$ cat src/rtl/memory_arbiter.sv
// Two-requester round-robin arbiter in front of a shared single-port memory
// with combinational read data. Each requester has a one-entry response slot.
module memory_arbiter #(
  parameter int address_width = 32,
  parameter int word_width    = 32
) (
  input  logic                     clock,
  input  logic                     reset,

  input  logic                     request_valid_0,
  input  logic                     request_write_0,
  input  logic [address_width-1:0] request_address_0,
  input  logic [word_width-1:0]    request_data_0,
  output logic                     request_ready_0,
  output logic                     response_valid_0,
  output logic [word_width-1:0]    response_data_0,
  input  logic                     response_ready_0,

  input  logic                     request_valid_1,
  input  logic                     request_write_1,
  input  logic [address_width-1:0] request_address_1,
  input  logic [word_width-1:0]    request_data_1,
  output logic                     request_ready_1,
  output logic                     response_valid_1,
  output logic [word_width-1:0]    response_data_1,
  input  logic                     response_ready_1,

  output logic                     memory_write_enable,
  output logic [address_width-1:0] memory_address,
  output logic [word_width-1:0]    memory_write_data,
  input  logic [word_width-1:0]    memory_read_data
);

  logic [1:0]               req_valid;
  logic [1:0]               req_write;
  logic [1:0]               resp_ready;
  logic [address_width-1:0] req_addr [2];
  logic [word_width-1:0]    req_data [2];

  logic [1:0]               eligible;
  logic [1:0]               grant;
  logic                     grant_sel;

  logic                     last_grant_q, last_grant_d;
  logic [1:0]               resp_valid_q, resp_valid_d;
  logic [word_width-1:0]    resp_data_q [2];
  logic [word_width-1:0]    resp_data_d [2];

  assign req_valid   = {request_valid_1, request_valid_0};
  assign req_write   = {request_write_1, request_write_0};
  assign resp_ready  = {response_ready_1, response_ready_0};
  assign req_addr[0] = request_address_0;
  assign req_addr[1] = request_address_1;
  assign req_data[0] = request_data_0;
  assign req_data[1] = request_data_1;

  // A requester may only be granted when its response slot is free or is
  // being drained in this very cycle.
  for (genvar gi = 0; gi < 2; gi++) begin : g_eligible
    assign eligible[gi] = ~reset & req_valid[gi] &
                          (~resp_valid_q[gi] | resp_ready[gi]);
  end

  always_comb begin
    grant        = eligible;
    last_grant_d = last_grant_q;
    if (eligible == 2'b11) begin
      grant = last_grant_q ? 2'b01 : 2'b10;
    end
    if (grant[0]) begin
      last_grant_d = 1'b0;
    end else if (grant[1]) begin
      last_grant_d = 1'b1;
    end
  end

  // With no grant the mux falls back to requester 0.
  assign grant_sel           = grant[1];
  assign memory_address      = req_addr[grant_sel];
  assign memory_write_data   = req_data[grant_sel];
  assign memory_write_enable = (|grant) & req_write[grant_sel];

  always_comb begin
    for (int n = 0; n < 2; n++) begin
      resp_valid_d[n] = resp_valid_q[n] & ~resp_ready[n];
      resp_data_d[n]  = resp_data_q[n];
      if (grant[n] && !req_write[n]) begin
        resp_valid_d[n] = 1'b1;
        resp_data_d[n]  = memory_read_data;
      end
    end
  end

  always_ff @(posedge clock) begin
    if (reset) begin
      last_grant_q <= 1'b1;
      resp_valid_q <= 2'b00;
      for (int n = 0; n < 2; n++) begin
        resp_data_q[n] <= '0;
      end
    end else begin
      last_grant_q <= last_grant_d;
      resp_valid_q <= resp_valid_d;
      for (int n = 0; n < 2; n++) begin
        resp_data_q[n] <= resp_data_d[n];
      end
    end
  end

  assign request_ready_0  = grant[0];
  assign request_ready_1  = grant[1];
  // Responses are hidden while reset is held, even one captured just before.
  assign response_valid_0 = resp_valid_q[0] & ~reset;
  assign response_valid_1 = resp_valid_q[1] & ~reset;
  assign response_data_0  = resp_data_q[0];
  assign response_data_1  = resp_data_q[1];

endmodule

$ cat config.mk
export PLATFORM = sky130hd
export DESIGN_NAME = memory_arbiter
export DESIGN_NICKNAME = d
export VERILOG_FILES = /design/src/rtl/memory_arbiter.sv
export SDC_FILE = /design/constraint.sdc
export NUM_CORES = 1
export LEC_CHECK = 0
export ABC_AREA = 1
export BUFFER_PORTS_ARGS = -buffer_cell sky130_fd_sc_hd__buf_4
export CAP_MARGIN = 20
export CORE_AREA = 5 5 115 117
export DETAILED_ROUTE_END_ITERATION = 10
export DIE_AREA = 0 0 120 122
export HOLD_SLACK_MARGIN = 0.15
export PLACE_DENSITY = 0.73
export SETUP_SLACK_MARGIN = 0.1
export SYNTH_ARGS = -nofsm -noshare
export SYNTH_HDL_FRONTEND = slang
export SYNTH_SLANG_ARGS = --single-unit
$ cat constraint.sdc
create_clock -name clock -period 1.3 [get_ports clock]
set_clock_uncertainty 0.1 [all_clocks]
set_input_delay 0.065 -clock clock [delete_from_list [all_inputs] [get_ports clock]]
set_output_delay 0.065 -clock clock [all_outputs]
set_load 0.01 [all_outputs]
After elaboration in Yosys (flattened, before gate mapping)
Memory sizes are Yosys's and may differ from the RTL's.
Index checks and enable logic that the tools add are counted.
{"block": "word_totals", "regBits": 3, "mem_bits_rw": 64, "inputBits": 168, "elab_cells": 52, "mem_count": 1}
{"block": "op_classes", "magnitude_cmp": 2, "n_eq_ne": 1, "n_mux": 21, "n_bitwise": 19, "reduce_logical": 6}
{"name": "resp_data_q", "depth": 2, "word_bits": 32, "read_ports": 2, "rd_ports_with_merged_regs": 0, "wr": 2, "line_no": "46", "rtl": "logic [word_width-1:0] resp_data_q [2];"}
{"op": "two-way mux 32 bit", "count": 10}
{"op": "bitwise AND 1 bit", "count": 9}
{"op": "two-way mux 1 bit", "count": 9}
{"op": "inverter 1 bit", "count": 5}
{"op": "two-way mux 2 bit", "count": 2}
{"op": "OR 1 bit", "count": 4}
{"op": "== test 2 bit, second input constant", "count": 1}
{"op": "greater-or-equal comparator 2 bit, second input constant", "count": 1}
{"op": "logical AND 1 bit", "count": 2}
{"op": "logical NOT 1 bit", "count": 2}
{"op": "less-than comparator 1 x 2 -> 1 bit, second input constant", "count": 1}
{"op": "inverter 1 -> 2 bit", "count": 1}
{"op": "nonzero test 2 bit", "count": 1}
{"op": "OR reduction 2 bit", "count": 1}

Depth between registers and ports, before layout
{"block": "depth", "ltp_word": 9, "mapped_depth": 9, "depth_no_buf": 7}

Least setup slack after synthesis
Ideal clock, no wire load.
{"block": "synth_timing", "path_type": "register to output", "from": "reg resp_valid_q[1]", "to": "out memory_address[10]", "t_arrival_ns": 1.156, "t_required_ns": 1.135, "setup_slack_ns": -0.021, "stages_incl_launch_ff": 9, "cell_sequence": "dfxtp_1 > inv_1 > nor2_1 > nor2_4 > nand2_1 > buf_4 > buf_2 > nand2_1 > nand2_1"}
{"block": "synth_via", "elab_chain_cells": 9}
{"item": "start: declaration", "line_no": "45", "rtl": "logic [1:0] resp_valid_q, resp_valid_d;"}
{"item": "start signal: assignment", "line_no": "103", "rtl": "resp_valid_q <= resp_valid_d;"}
{"item": "inverter 1 bit *", "line_no": "61", "rtl": "(~resp_valid_q[gi] | resp_ready[gi]);"}
{"item": "OR 1 bit *", "line_no": "61"}
{"item": "bitwise AND 1 bit *", "line_no": "60", "rtl": "assign eligible[gi] = ~reset & req_valid[gi] &"}
{"item": "== test 2 bit", "line_no": "67", "rtl": "if (eligible == 2'b11) begin"}
{"item": "two-way mux 2 bit *", "line_no": "67"}
{"item": "inverter 1 -> 2 bit (implied by the code) *", "line_no": "79", "rtl": "assign memory_address = req_addr[grant_sel];"}
{"item": "two-way mux 32 bit (implied by the code) * (3 in a row)", "line_no": "79"}
{"item": "end: declaration", "line_no": "29", "rtl": "output logic [address_width-1:0] memory_address,"}
Mark *: on every way between the ends. The rest lies on a longest branch, timed or not. The select of a mux whose other input is x is not followed.

Worst setup path after layout
{"block": "layout_timing", "from": "reg resp_valid_q[1]", "to": "out memory_address[8]"}
Same word-level chain as after synthesis.

==> reports/results.ini <==
[final_layout]
final_area_um2=8430
final_layout_size_suffix_gt1_share_pct=50.0
final_common_cell=buf_4
nNetsFinal=1283
area_delta_synth_final_pct=101
final_cell_mix=buf_4 (320), nand2_1 (199), inv_1 (139)
fillers=1024
final-instance-count-excl-fill=1271

[route]
wl_per_cell_um=18.0
met3_length_um=1750
wirelength_met1_um=8340
routed_wirelength_um=22800
top_layer_used=met4
route.met2.wl_um=11700
first_pass_iters=5
final_antenna_net_count=0
vias=6102
avgViaCountPerCell=4.80
drcViolationCount=0
drtIter0Drc=452

[setup_path]
cp-start-kind=flop
worstPathArrival_ps=1610
endpoint_kind=output pin
cp_data_required_time_ps=1130
path_max_fanout=16
crit_type=reg -> out

[global_route]
grt_pass1_wl_um=32800
grt_use_total_pct=29.1
grt_pass1_vias=5954
grt_overflow=0
grt_max_degree=55
antenna_found_initial=1

[placement]
io_buffer_count=300
dp_slack_ps=-216
place_inst=1194
hpwl_um=15900
placed_cell_area_um2=6900
gp_congestion=0.949

[floorplan]
rows=41
initial_core_util_pct=34.2
die_x_um=120
ios=301
coreArea_um2=12300
die_y_um=122
die_area_um2=14600

[synth]
synthesis.area_um2=4190
ys_types=17
synthesis.nets=925
synth_area_leaders=dfxtp_1 (32%), nand2_1 (29%), inv_1 (15%)
yosysWarnings=0
synth_cells=757
ys_seq_area_share_pct=32.0
yosysTopAreaCell=dfxtp_1
synth.top_cell.area_share_pct=32.0
synth_area_per_cell_um2=5.54
ys_ff_latch=67

[cts]
cts_root_buf=clkbuf_16
ctsLongestPathBuffers=2
clk_pin_slew_ps=60
cts_hold_repair.buffers=35
htreeDepth=3
tritoncts=built
clk_latency_ps=330
cts.sinks=67
cts_buffers=9

[sta]
drv_slew=0
clock.fmax_ghz=0.562
setup_viol=134
post-route-min-period_ps=1780
maxSlewHeadroom_pct=62.2
rsz0062_at_grt=true
fin_ws_ps=-479
worstMarginPinSlew_ps=567
finalHoldViolations=0
post-route-period-util_pct=137
finalSetupTns_ps=-49030

[hold_path]
hold_class=in -> reg

[run_status]
status=complete, but fails checks
violations=setup timing

[power_and_ir_drop]
total_power_mw=7.60
p_leak_nw=4.62
power.density_nw_per_um2=901
irDropWorstVdd_uv=952

[flow_run]
drv_cap=0

-- worst max-delay path, cell delays in order, from the launching register on --
cell and delay [ps]:
dfxtp_2 320, inv_2 70, nor2_4 40, nor2_4 160, nand2_8 100, bufbuf_16 300, nand2_1 80, nand2_2 60
buf_4 140
-- where the power goes --
group / total, mW / internal (mW) / switching (mW)
registers: 2.23 / 2.16 / 0.0668
logic: 2.47 / 1.26 / 1.21
clock network: 2.90 / 1.93 / 0.968
-- flip-flops by register name, indices dropped and copies added (netlist names) --
| signal | flops |
|---|---|
| resp_data_q | 64 |
| resp_valid_q | 2 |
| last_grant_q | 1 |
-- logic make-up after synthesis --
kind of cell | Yosys count | share of synthesized area, %
buffers and inverters | 218 | 20.8
and+or+nand+nor | 469 | 46.8
DFF | 67 | 32.0
AOI/OAI and AO/OA | 3 | 0.418
-- path summary, 6_finish.rpt --
path	startpoint	to	slack, ps	cells after the start
max	resp_valid_q[1]	memory_address[8]	-480	8
min	response_ready_1	resp_valid_q[1]	40	4
max reg2reg	resp_valid_q[1]	resp_data_q[0][33]	-420	12
min reg2reg	resp_data_q[0][37]	resp_data_q[0][37]	410	4
-- synth_stat cells (all sizes together) --
master,count
nand2,329
inv,172
nor2,72
dfxtp,67
nand4,64
buf,37
clkbuf,8
nand3,4
a21oi,2
clkinv,1
o211ai,1
-- routing by layer --
layer	global-route usage, %	vias to the layer above
met3	6.17	59
met5	0	-
met1	33.2	2783
met2	52.1	337
met4	13.7	0
li1	-	2923
-- timing repair --
| item | 4_1_cts | 5_1_grt |
|---|---|---|
| setup buffers | 13 | 9 |
| hold endpoints to repair | 67 | 2 |
| gates resized for setup | 69 | 112 |
| cloned | 8 | 1 |
| endpoints found under the setup margin | 133 | 134 |
| pin swaps | 22 | 35 |
-- cell type report --
type / instances / area, um2 / area share (%)
Timing Repair Buffer: 392 / 3380 / 40.1
Inverter: 173 / 654 / 7.76
Antenna cell: 1 / 2.50 / 0.0297
Tap cell: 150 / 188 / 2.23
Multi-Input combinational cell: 472 / 2510 / 29.8
Sequential cell: 67 / 1340 / 15.9
Clock inverter: 6 / 111 / 1.32
Clock buffer: 10 / 239 / 2.83
-- stage by stage --
step | hold slack (ps) | util, %
after floorplan | 26.7 | -
after global placement | 165 | 56.3
after detailed placement | 163 | 56.3
after CTS | -18.6 | 66.3
after global routing | 42.4 | 68.8
final | 39.8 | 68.8
Power figures use the tool's default switching activity.
